[config.mk]
export PLATFORM = sky130hd
export DESIGN_NAME = alu_32bit_modular
export DESIGN_NICKNAME = d
export VERILOG_FILES = /design/src/rtl/alu_pkg.sv /design/src/rtl/alu_arith_unit.sv /design/src/rtl/alu_32bit_modular.sv
export SDC_FILE = /design/constraint.sdc
export NUM_CORES = 1
export LEC_CHECK = 0
export ABC_AREA = 1
export CORE_MARGIN = 10
export CORE_UTILIZATION = 30
export CTS_BUF_LIST = sky130_fd_sc_hd__clkbuf_8
export DETAILED_ROUTE_END_ITERATION = 7
export GPL_TIMING_DRIVEN = 0
export PLACE_DENSITY = 0.48
export SLEW_MARGIN = 0
export SYNTH_ARGS = -nofsm -noshare
export SYNTH_HDL_FRONTEND = slang
export SYNTH_SLANG_ARGS = --single-unit
[constraint.sdc]
create_clock -name clk -period 0.8 [get_ports clk]
set_input_delay 0.16 -clock clk [delete_from_list [all_inputs] [get_ports clk]]
set_output_delay 0.16 -clock clk [all_outputs]
set_load 0.01 [all_outputs]
[src/rtl/alu_pkg.sv]
// Shared operation codes for the 32-bit ALU: sel[3:2] groups and sel[1:0] sub-codes.
package alu_pkg;

   localparam logic [1:0] OP_ARITH = 2'b00;
   localparam logic [1:0] OP_LOGIC = 2'b01;
   localparam logic [1:0] OP_SHR   = 2'b10;
   localparam logic [1:0] OP_SHL   = 2'b11;

   localparam logic [1:0] LOGIC_AND = 2'b00;
   localparam logic [1:0] LOGIC_OR  = 2'b01;
   localparam logic [1:0] LOGIC_XOR = 2'b10;
   localparam logic [1:0] LOGIC_NOT = 2'b11;

   localparam logic [1:0] ARITH_Y_ZERO = 2'b00;
   localparam logic [1:0] ARITH_Y_B    = 2'b01;
   localparam logic [1:0] ARITH_Y_NB   = 2'b10;
   localparam logic [1:0] ARITH_Y_ONES = 2'b11;

endpackage

[src/rtl/alu_arith_unit.sv]
// Arithmetic half of the ALU: selects the second operand Y and forms {cout, sum} = a + y + cin.
module alu_arith_unit
   import alu_pkg::*;
#(
   parameter int unsigned WIDTH = 32
) (
   input  logic [WIDTH-1:0] a,
   input  logic [WIDTH-1:0] b,
   input  logic             cin,
   input  logic [1:0]       y_sel,
   output logic [WIDTH-1:0] sum,
   output logic             cout
);

   logic [WIDTH-1:0] y;

   always_comb begin
      y = '0;
      unique case (y_sel)
         ARITH_Y_ZERO: y = '0;
         ARITH_Y_B:    y = b;
         ARITH_Y_NB:   y = ~b;
         ARITH_Y_ONES: y = '1;
         default:      y = '0;
      endcase
   end

   // One extra bit so the carry out of the MSB is kept.
   assign {cout, sum} = {1'b0, a} + {1'b0, y} + {{WIDTH{1'b0}}, cin};

endmodule

[src/rtl/alu_32bit_modular.sv]
// Registered 32-bit ALU: arithmetic, logic and single-bit shifts, one cycle of latency.
// Optional zero flag output Z when ALU_ZERO_FLAG_EN is defined.
module alu_32bit_modular
   import alu_pkg::*;
#(
   parameter int unsigned WIDTH = 32
) (
   input  logic             clk,
   input  logic             rst_n,
   input  logic [WIDTH-1:0] A,
   input  logic [WIDTH-1:0] B,
   input  logic             Cin,
   input  logic             DinL,
   input  logic             DinR,
   input  logic [3:0]       sel,
`ifdef ALU_ZERO_FLAG_EN
   output logic             Z,
`endif
   output logic [WIDTH-1:0] F,
   output logic             Cout
);

   logic [WIDTH-1:0] arith_sum;
   logic             arith_cout;
   logic [WIDTH-1:0] logic_res;
   logic [WIDTH-1:0] f_d;
   logic             cout_d;

   alu_arith_unit #(
      .WIDTH (WIDTH)
   ) u_arith (
      .a     (A),
      .b     (B),
      .cin   (Cin),
      .y_sel (sel[1:0]),
      .sum   (arith_sum),
      .cout  (arith_cout)
   );

   always_comb begin
      logic_res = '0;
      unique case (sel[1:0])
         LOGIC_AND: logic_res = A & B;
         LOGIC_OR:  logic_res = A | B;
         LOGIC_XOR: logic_res = A ^ B;
         LOGIC_NOT: logic_res = ~A;
         default:   logic_res = '0;
      endcase
   end

   // Only the arithmetic group produces a carry.
   always_comb begin
      f_d    = '0;
      cout_d = 1'b0;
      unique case (sel[3:2])
         OP_ARITH: begin
            f_d    = arith_sum;
            cout_d = arith_cout;
         end
         OP_LOGIC: f_d = logic_res;
         OP_SHR:   f_d = {DinR, A[WIDTH-1:1]};
         OP_SHL:   f_d = {A[WIDTH-2:0], DinL};
         default:  f_d = '0;
      endcase
   end

   always_ff @(posedge clk or negedge rst_n) begin
      if (!rst_n) begin
         F    <= '0;
         Cout <= 1'b0;
      end else begin
         F    <= f_d;
         Cout <= cout_d;
      end
   end

`ifdef ALU_ZERO_FLAG_EN
   always_ff @(posedge clk or negedge rst_n) begin
      if (!rst_n) begin
         Z <= 1'b1;
      end else begin
         Z <= (f_d == '0);
      end
   end
`endif

endmodule

==> results of run 1 <==
## layer usage
layer | GRT usage (%) | vias to the layer above | share of wire, %
li1 | - | 3698 | -
met1 | 27.8 | 3505 | 46
met2 | 31.3 | 282 | 44
met3 | 4.83 | 51 | 7.7
met4 | 6.64 | 0 | 2.6
met5 | 0 | - | 0
## cells in the final DEF, fill, tap and decap left out, drive strengths merged, types with 5 or more instances in the layout
cell and count:
nand3b 5, inv 193, dlygate4sd2 37, o2111ai 19, nand2 329, o221ai 7
dfrtp 33, ha 95, dlymetal6s2s 6, nand3 71, clkbuf 23, o22ai 34
nor2 49, o211ai 15, nor3 7, o21ai 58, clkdlybuf4s50 24, buf 117
xor2 5, a21oi 55, nand4 9
## state kept, by name, summed over array words and instances, names as in the netlist
name and count:
F 32, Cout 1
## cells by family (layout without fill, tap and decap cells)
| group | Yosys count | after routing | synth area share (%) |
|---|---|---|---|
| adder cells (fa/ha/maj) | 97 | 97 | 20.1 |
| buffers and inverters | 228 | 403 | 14.5 |
| AND/OR/NAND/NOR | 475 | 475 | 32.3 |
| XOR/XNOR | 6 | 6 | 0.859 |
| flip-flops | 33 | 33 | 13.5 |
| AO/OA/AOI/OAI | 191 | 191 | 18.7 |
## path summary, 6_finish.rpt
| kind | to | slack, ns | cells after the start |
|---|---|---|---|
| min in group clk | F[1]$_DFF_PN0_ | 0.18 | 3 |
| max in group asynchronous | F[2]$_DFF_PN0_ | 0.56 | 2 |
| worst max-delay path | F[28]$_DFF_PN0_ | -1.27 | 17 |
| worst min-delay path | F[14]$_DFF_PN0_ | -0.22 | 1 |
## layout make-up
| class | instances | area, um^2 |
|---|---|---|
| Buffer | 35 | 308 |
| Inverter | 193 | 728 |
| Clock inverter | 3 | 13.8 |
| Timing Repair Buffer | 167 | 1520 |
| Fill cell | 2146 | 10700 |
| Multi-Input combinational cell | 769 | 5650 |
| Clock buffer | 5 | 68.8 |
| Sequential cell | 33 | 826 |
| Tap cell | 270 | 338 |
## power groups by stage
| stage | clock, mW | combinational [mW] | sequential, mW |
|---|---|---|---|
| after CTS | 1.50 | 6.17 | 1.95 |
| after detailed placement | 0 | 5.08 | 1.98 |
| after global placement | 0 | 5.05 | 1.99 |
| after global routing | 1.54 | 7.46 | 1.98 |
| final | 1.46 | 6.85 | 1.96 |
| after floorplan | 0 | 2.79 | 2.12 |
## per-stage QoR
| stage | setup WS (ns) | power, mW | cells | utilization, % | hold slack (ns) |
|---|---|---|---|---|---|
| floorplan | -1.38 | 4.91 | 1030 | - | -0.136 |
| global placement | -2.74 | 7.04 | 1404 | 37.7 | 0.751 |
| detailed placement | -2.70 | 7.06 | 1405 | 37.8 | 0.164 |
| CTS | -1.22 | 9.63 | 1467 | 44.2 | -0.188 |
| global route | -1.34 | 11.0 | 1475 | 46.9 | -0.170 |
| finish | -1.27 | 10.3 | 1475 | 46.9 | -0.216 |
## timing repair
item / in CTS / in global routing
cloned: 3 / 0
pin swaps: 73 / 35
buffers inserted: 51 / 9
endpoints found under the hold margin: 16 / 16
setup endpoints to repair: 66 / 66
resized for setup: 420 / 108
## critical path, delay by kind of cell
family	cells	cell delay, ns
buffers and inverters	4	0.45
AOI/OAI and AO/OA	1	0.06
and+or+nand+nor	10	0.83
adders and majority gates	2	0.77
==> run_results.csv, run 1 <==
group,metric,value,unit
status,outcome,"complete, but fails checks",
status,violations,"negative hold slack, negative setup slack",
synthesis,netlist.area_leader.share,19.7,%
drt,finalWirelength,28100,um
drt,drt-pass1-iter-count,5,
die,die_y,163,um
clock_network,htreeDepth,2,
synthesis,netlist_area,6120,um^2
power_and_ir_drop,power_frac_clock,14.2,%
placed_design,io_buffers,104,
critical_path,crit_path_max_fanout,8,
drt,drc_errors,0,
synthesis,yosysUniqueCellTypes,34,
critical_path,worst_path_max_delay_cell,"fa_2",
power_and_ir_drop,powerDensity,1090,nW/um^2
cells_and_area,final_area,9450,um^2
sta,finalWorstSetupSlack,-1.27,ns
critical_path,cp-end-kind,"flop",
critical_path,critical_path.most_common_cell,"nand2_1",
critical_path,arrival,2.27,ns
synthesis,ys_seq_area_share,13.5,%
synthesis,synth_top_area_cell,"nand2_1",
sta,holdWs,-0.216,ns
cells_and_area,diodes,0,
die,fp.coreArea,20200,um^2
synthesis,synth-edff-count,0,
power_and_ir_drop,combinationalPowerShare,66.7,%
die,start_util,30.3,%
synthesis,syn_avg_cell_area,5.94,um^2
die,ios,106,
power_and_ir_drop,p_sw_share,47.7,%
drt,via_per_inst,5.11,
clock_network,cts_buffers,5,
sta,finalSetupViolCount,66,
die,dieArea,26500,um^2
sta,tightest_slew,0.660,ns
synthesis,synthCells,1030,
critical_path,crit_start,"sel[1]",
synthesis,syn_nets,1200,
critical_path,start_kind,"input port",
cells_and_area,drive_gt1_share,30.4,%
drt,wl_per_cell,19.0,um
global_routing,grt_antenna_before_repair,0,
synthesis,synthArstFlopShare,100,%
critical_path,worstPathRequired,1.00,ns
power_and_ir_drop,leakagePower,4.96,nW
die,num_rows,52,
power_and_ir_drop,peakVddDrop,0.000675,V
global_routing,grt_max_degree,18,
clock_network,cts_max_path_buffers,2,
global_routing,grt_pass1_vias,7442,
sta,setup-tns-final,-42.39,ns
sta,hold_violations,16,
clock_network,cts-root-buf,"clkbuf_8",
synthesis,yosys.cell_count.top_type,"nand2_1",
power_and_ir_drop,p_seq_share,19.1,%
placed_design,place_congestion,0.908,
placed_design,placed_cell_area,7620,um^2
drt,postRouteAntennaNets,0,
global_routing,gr-total-overflow,0,
synthesis,synth_top_cells_by_count,"321 x nand2_1, 189 x inv_1, 95 x ha_1, 71 x nand3_1, 58 x o21ai_0",
critical_path,cpPeakStageDelay,0.41,ns
drt,vias,7536,
synthesis,synth_seq_cells,33,
critical_path,crit_type,"in -> reg",
die,die-width,163,um
cells_and_area,areaGrowthSynthToFinish,54.5,%
placed_design,hpwl,21300,um
hold_path,hold_path.class,"in -> async",
power_and_ir_drop,intPower,5.37,mW
clock_network,clock_sinks,33,
synthesis,ys_warn_count,0,
drt,drt-initial-drc-count,514,
sta,rsz0062_at_grt,"yes",
clock_network,tritoncts,"yes",
run,drv_cap,0,
cells_and_area,nNetsFinal,1374,
synthesis,ys_top_cells_by_area,"nand2_1 20%, ha_1 19%, dfrtp_1 14%",
critical_path,path_cells,"buf_8 -> clkinvlp_4 -> buf_12 -> clkbuf_16 -> o21ai_4 -> fa_2 -> fa_2 -> nand3_2 -> nand3_4 -> nand3_4 -> nand3_4 -> nand2_2 -> nand2_1 -> nand2_1 -> nand2_1 -> nand2_1 -> nand2_1",
global_routing,grt_pass1_wl,42300,um
sta,max_freq,483,MHz
sta,period_minus_slack,2.07,ns
sta,slew-limit-headroom,56.0,%
clock_network,clkTransAtPathRegs,0.09,ns
global_routing,track_usage,20.5,%
power_and_ir_drop,switching_power,4.90,mW
synthesis,ys.flop_type,"dfrtp_1",
sta,maxSlewViolCount,0,
sta,post-route-period-util,259,%
(Power assumes the default switching activity.)
==> run 2, diff against run 1 <==
--- a/config.mk
+++ b/config.mk
@@ -5,14 +5,13 @@
 export SDC_FILE = /design/constraint.sdc
 export NUM_CORES = 1
 export LEC_CHECK = 0
-export ABC_AREA = 1
 export CORE_MARGIN = 10
 export CORE_UTILIZATION = 30
 export CTS_BUF_LIST = sky130_fd_sc_hd__clkbuf_8
 export DETAILED_ROUTE_END_ITERATION = 7
 export GPL_TIMING_DRIVEN = 0
-export PLACE_DENSITY = 0.48
 export SLEW_MARGIN = 0
 export SYNTH_ARGS = -nofsm -noshare
 export SYNTH_HDL_FRONTEND = slang
+export SYNTH_HIERARCHICAL = 1
 export SYNTH_SLANG_ARGS = --single-unit
==> run_results.csv, run 2 <==
group,metric,value,unit
status,outcome,"complete, but fails checks",
status,violations,"negative hold slack, negative setup slack",
clock_network,clock_sinks,33,
drt,drt-initial-drc-count,405,
cells_and_area,final_cell_mix,"130 x inv_1, 75 x ha_1, 34 x o21ai_1, 33 x dfrtp_1, 32 x a222oi_1",
sta,max_freq,354,MHz
clock_network,cts_max_path_buffers,2,
placed_design,place_congestion,0.873,
sta,tightest_slew,0.826,ns
drt,wl_per_cell,17.9,um
synthesis,syn_nets,795,
sta,finalWorstSetupSlack,-2.02,ns
cells_and_area,areaGrowthSynthToFinish,42.5,%
sta,post-route-period-util,353,%
drt,finalWirelength,17800,um
cells_and_area,utilization,43.9,%
sta,finalSetupViolCount,66,
critical_path,start_kind,"input port",
synthesis,synthCells,625,
cells_and_area,fillers,1766,
clock_network,tritoncts,"yes",
synthesis,netlist.area_leader.share,21.3,%
power_and_ir_drop,powerDensity,1140,nW/um^2
synthesis,netlist_area,5580,um^2
die,ios,106,
critical_path,cp-end-kind,"flop",
sta,holdWs,-0.0585,ns
synthesis,yosys.cell_count.top_type,"inv_1",
die,die_y,156,um
global_routing,grt_pass1_wl,28100,um
critical_path,crit_path_max_fanout,6,
synthesis,ys.flop_type,"dfrtp_1",
power_and_ir_drop,switching_power,3.60,mW
sta,hold_violations,33,
synthesis,syn_avg_cell_area,8.93,um^2
die,die-width,156,um
global_routing,busiest_layer,"met2",
power_and_ir_drop,peakVddDrop,0.000593,V
die,dieArea,24500,um^2
global_routing,grt_use_met1,17.9,%
run,drv_cap,0,
synthesis,synth-edff-count,0,
clock_network,htreeDepth,2,
critical_path,crit_type,"in -> reg",
die,fp.coreArea,18100,um^2
placed_design,placed_cell_area,7090,um^2
die,num_rows,49,
global_routing,grt_antenna_before_repair,4,
synthesis,synth_top_cells_by_count,"130 x inv_1, 95 x ha_1, 33 x dfrtp_1, 32 x a222oi_1, 32 x mux2_2",
global_routing,use_met3,2.80,%
synthesis,ys_top_cells_by_area,"ha_1 21%, dfrtp_1 15%, mux4_2 12%",
sta,rsz0062_at_grt,"yes",
global_routing,gr-usage-met2,24.0,%
global_routing,grt_max_degree,34,
cells_and_area,final_common_cell,"inv_1",
global_routing,gr-total-overflow,0,
sta,maxSlewViolCount,0,
synthesis,ys_seq_area_share,14.8,%
drt,postRouteAntennaNets,0,
power_and_ir_drop,leakagePower,3.77,nW
synthesis,synthArstFlopShare,100,%
critical_path,crit_start,"sel[1]",
critical_path,worstPathRequired,0.98,ns
synthesis,yosysUniqueCellTypes,54,
critical_path,arrival,3.00,ns
cells_and_area,largest_register_ffs,32,
drt,drt-pass1-iter-count,7,
synthesis,synth_seq_cells,33,
power_and_ir_drop,intPower,5.50,mW
power_and_ir_drop,p_seq_share,21.9,%
power_and_ir_drop,combinationalPowerShare,61.6,%
clock_network,cts-root-buf,"clkbuf_8",
sta,slew-limit-headroom,44.9,%
cells_and_area,drive_gt1_share,32.6,%
hold_path,hold_path.class,"in -> async",
drt,via_per_inst,5.31,
synthesis,synth_top_area_cell,"ha_1",
placed_design,io_buffers,105,
global_routing,grt_pass1_vias,5296,
clock_network,cts_buffers,5,
cells_and_area,nNetsFinal,933,
drt,vias,5293,
power_and_ir_drop,power_frac_clock,16.5,%
placed_design,hpwl,13600,um
drt,drc_errors,0,
synthesis,ys_warn_count,6,
power_and_ir_drop,p_sw_share,39.5,%
power_and_ir_drop,finalPower,9.10,mW
cells_and_area,top_regs,"F (32), Cout (1)",
cells_and_area,final_area,7960,um^2
clock_network,clkTransAtPathRegs,0.08,ns
sta,setup-tns-final,-60.13,ns
die,start_util,30.8,%
global_routing,track_usage,14.2,%
cells_and_area,top_register,"F",
sta,period_minus_slack,2.82,ns
## run 2: cell types whose count changed after synthesis, moves of 16 or more
cell,change
o21ai_0,-45
o21ai_1,+31
o22ai_1,-34
inv_1,-59
buf_2,-16
nand3_1,-65
nand2_1,-295
mux2_2,+32
o2111ai_1,-18
nor2_1,-30
a222oi_1,+32
a21oi_1,-25
mux4_2,+30
## run 2: worst paths after layout
path | cells after the start | slack, ns | to
worst max-delay path | 14 | -2.02 | F[27]$_DFF_PN0_
worst min-delay path | 1 | -0.06 | F[11]$_DFF_PN0_
max in group asynchronous | 1 | 0.33 | F[15]$_DFF_PN0_
min in group clk | 3 | 0.25 | F[1]$_DFF_PN0_
## run 2: repair_timing
item | in CTS | in global routing
buffers inserted | 22 | 12
endpoints found under the setup margin | 66 | 66
gates resized for setup | 302 | 53
gates cloned | 0 | 0
pin swaps | 57 | 31
hold endpoints to repair | 33 | 0
## run 2: worst max-delay path, cell delays in order
cell	delay, ns
buf_12	0.11
clkbuf_16	0.15
mux2_4	0.28
ha_4	0.24
a21o_1	0.19
a221o_1	0.38
and3_4	0.22
o31a_1	0.30
o211a_1	0.28
buf_6	0.15
nor2_4	0.08
xnor2_1	0.06
a222oi_1	0.29
o21ai_1	0.11
## run 2: power by group through the flow
stage | registers [mW] | clock network (mW) | logic (mW)
after floorplan | 2.15 | 0 | 2.87
after global placement | 2.02 | 0 | 4.75
final | 1.99 | 1.50 | 5.61
after CTS | 1.97 | 1.57 | 5.16
after detailed placement | 2.01 | 0 | 4.78
after global routing | 2.01 | 1.62 | 6.12
## run 2: stage by stage
step	setup WS [ns]	instances
floorplan	-2.05	625
global placement	-3.11	959
detailed placement	-3.12	959
CTS	-2.02	983
global route	-2.16	996
finish	-2.02	996
## run 2: area by class of cell
cell class / instances / area (um^2) / share of cell area [%]
Sequential cell: 33 / 826 / 10.4
Timing Repair Buffer: 137 / 1220 / 15.4
Tap cell: 229 / 287 / 3.60
Multi-Input combinational cell: 426 / 4760 / 59.8
Antenna cell: 3 / 7.51 / 0.0943
Inverter: 130 / 488 / 6.13
Clock inverter: 1 / 5.00 / 0.0629
Clock buffer: 7 / 96.3 / 1.21
Buffer: 30 / 269 / 3.38
## run 2: per-layer routing
metal  part of all wire (%)  up-vias
met5                  0.039        -
met4                    1.8        2
met3                    5.3       21
met2                     49      148
met1                     44     2580
li1                       -     2542
## run 2: cell families (layout without fill, tap and decap cells)
logic type      after synthesis  after routing  share of synthesized area (%)
buf+inv                     166            305                           12.3
xor+xnor                     28             28                           4.39
simple gates                 79             79                           7.15
other cells                   0              3                              0
compound gates              158            158                           19.9
flops                        33             33                           14.8
fa+ha+maj                    97             97                           22.0
mux                          64             64                           19.5
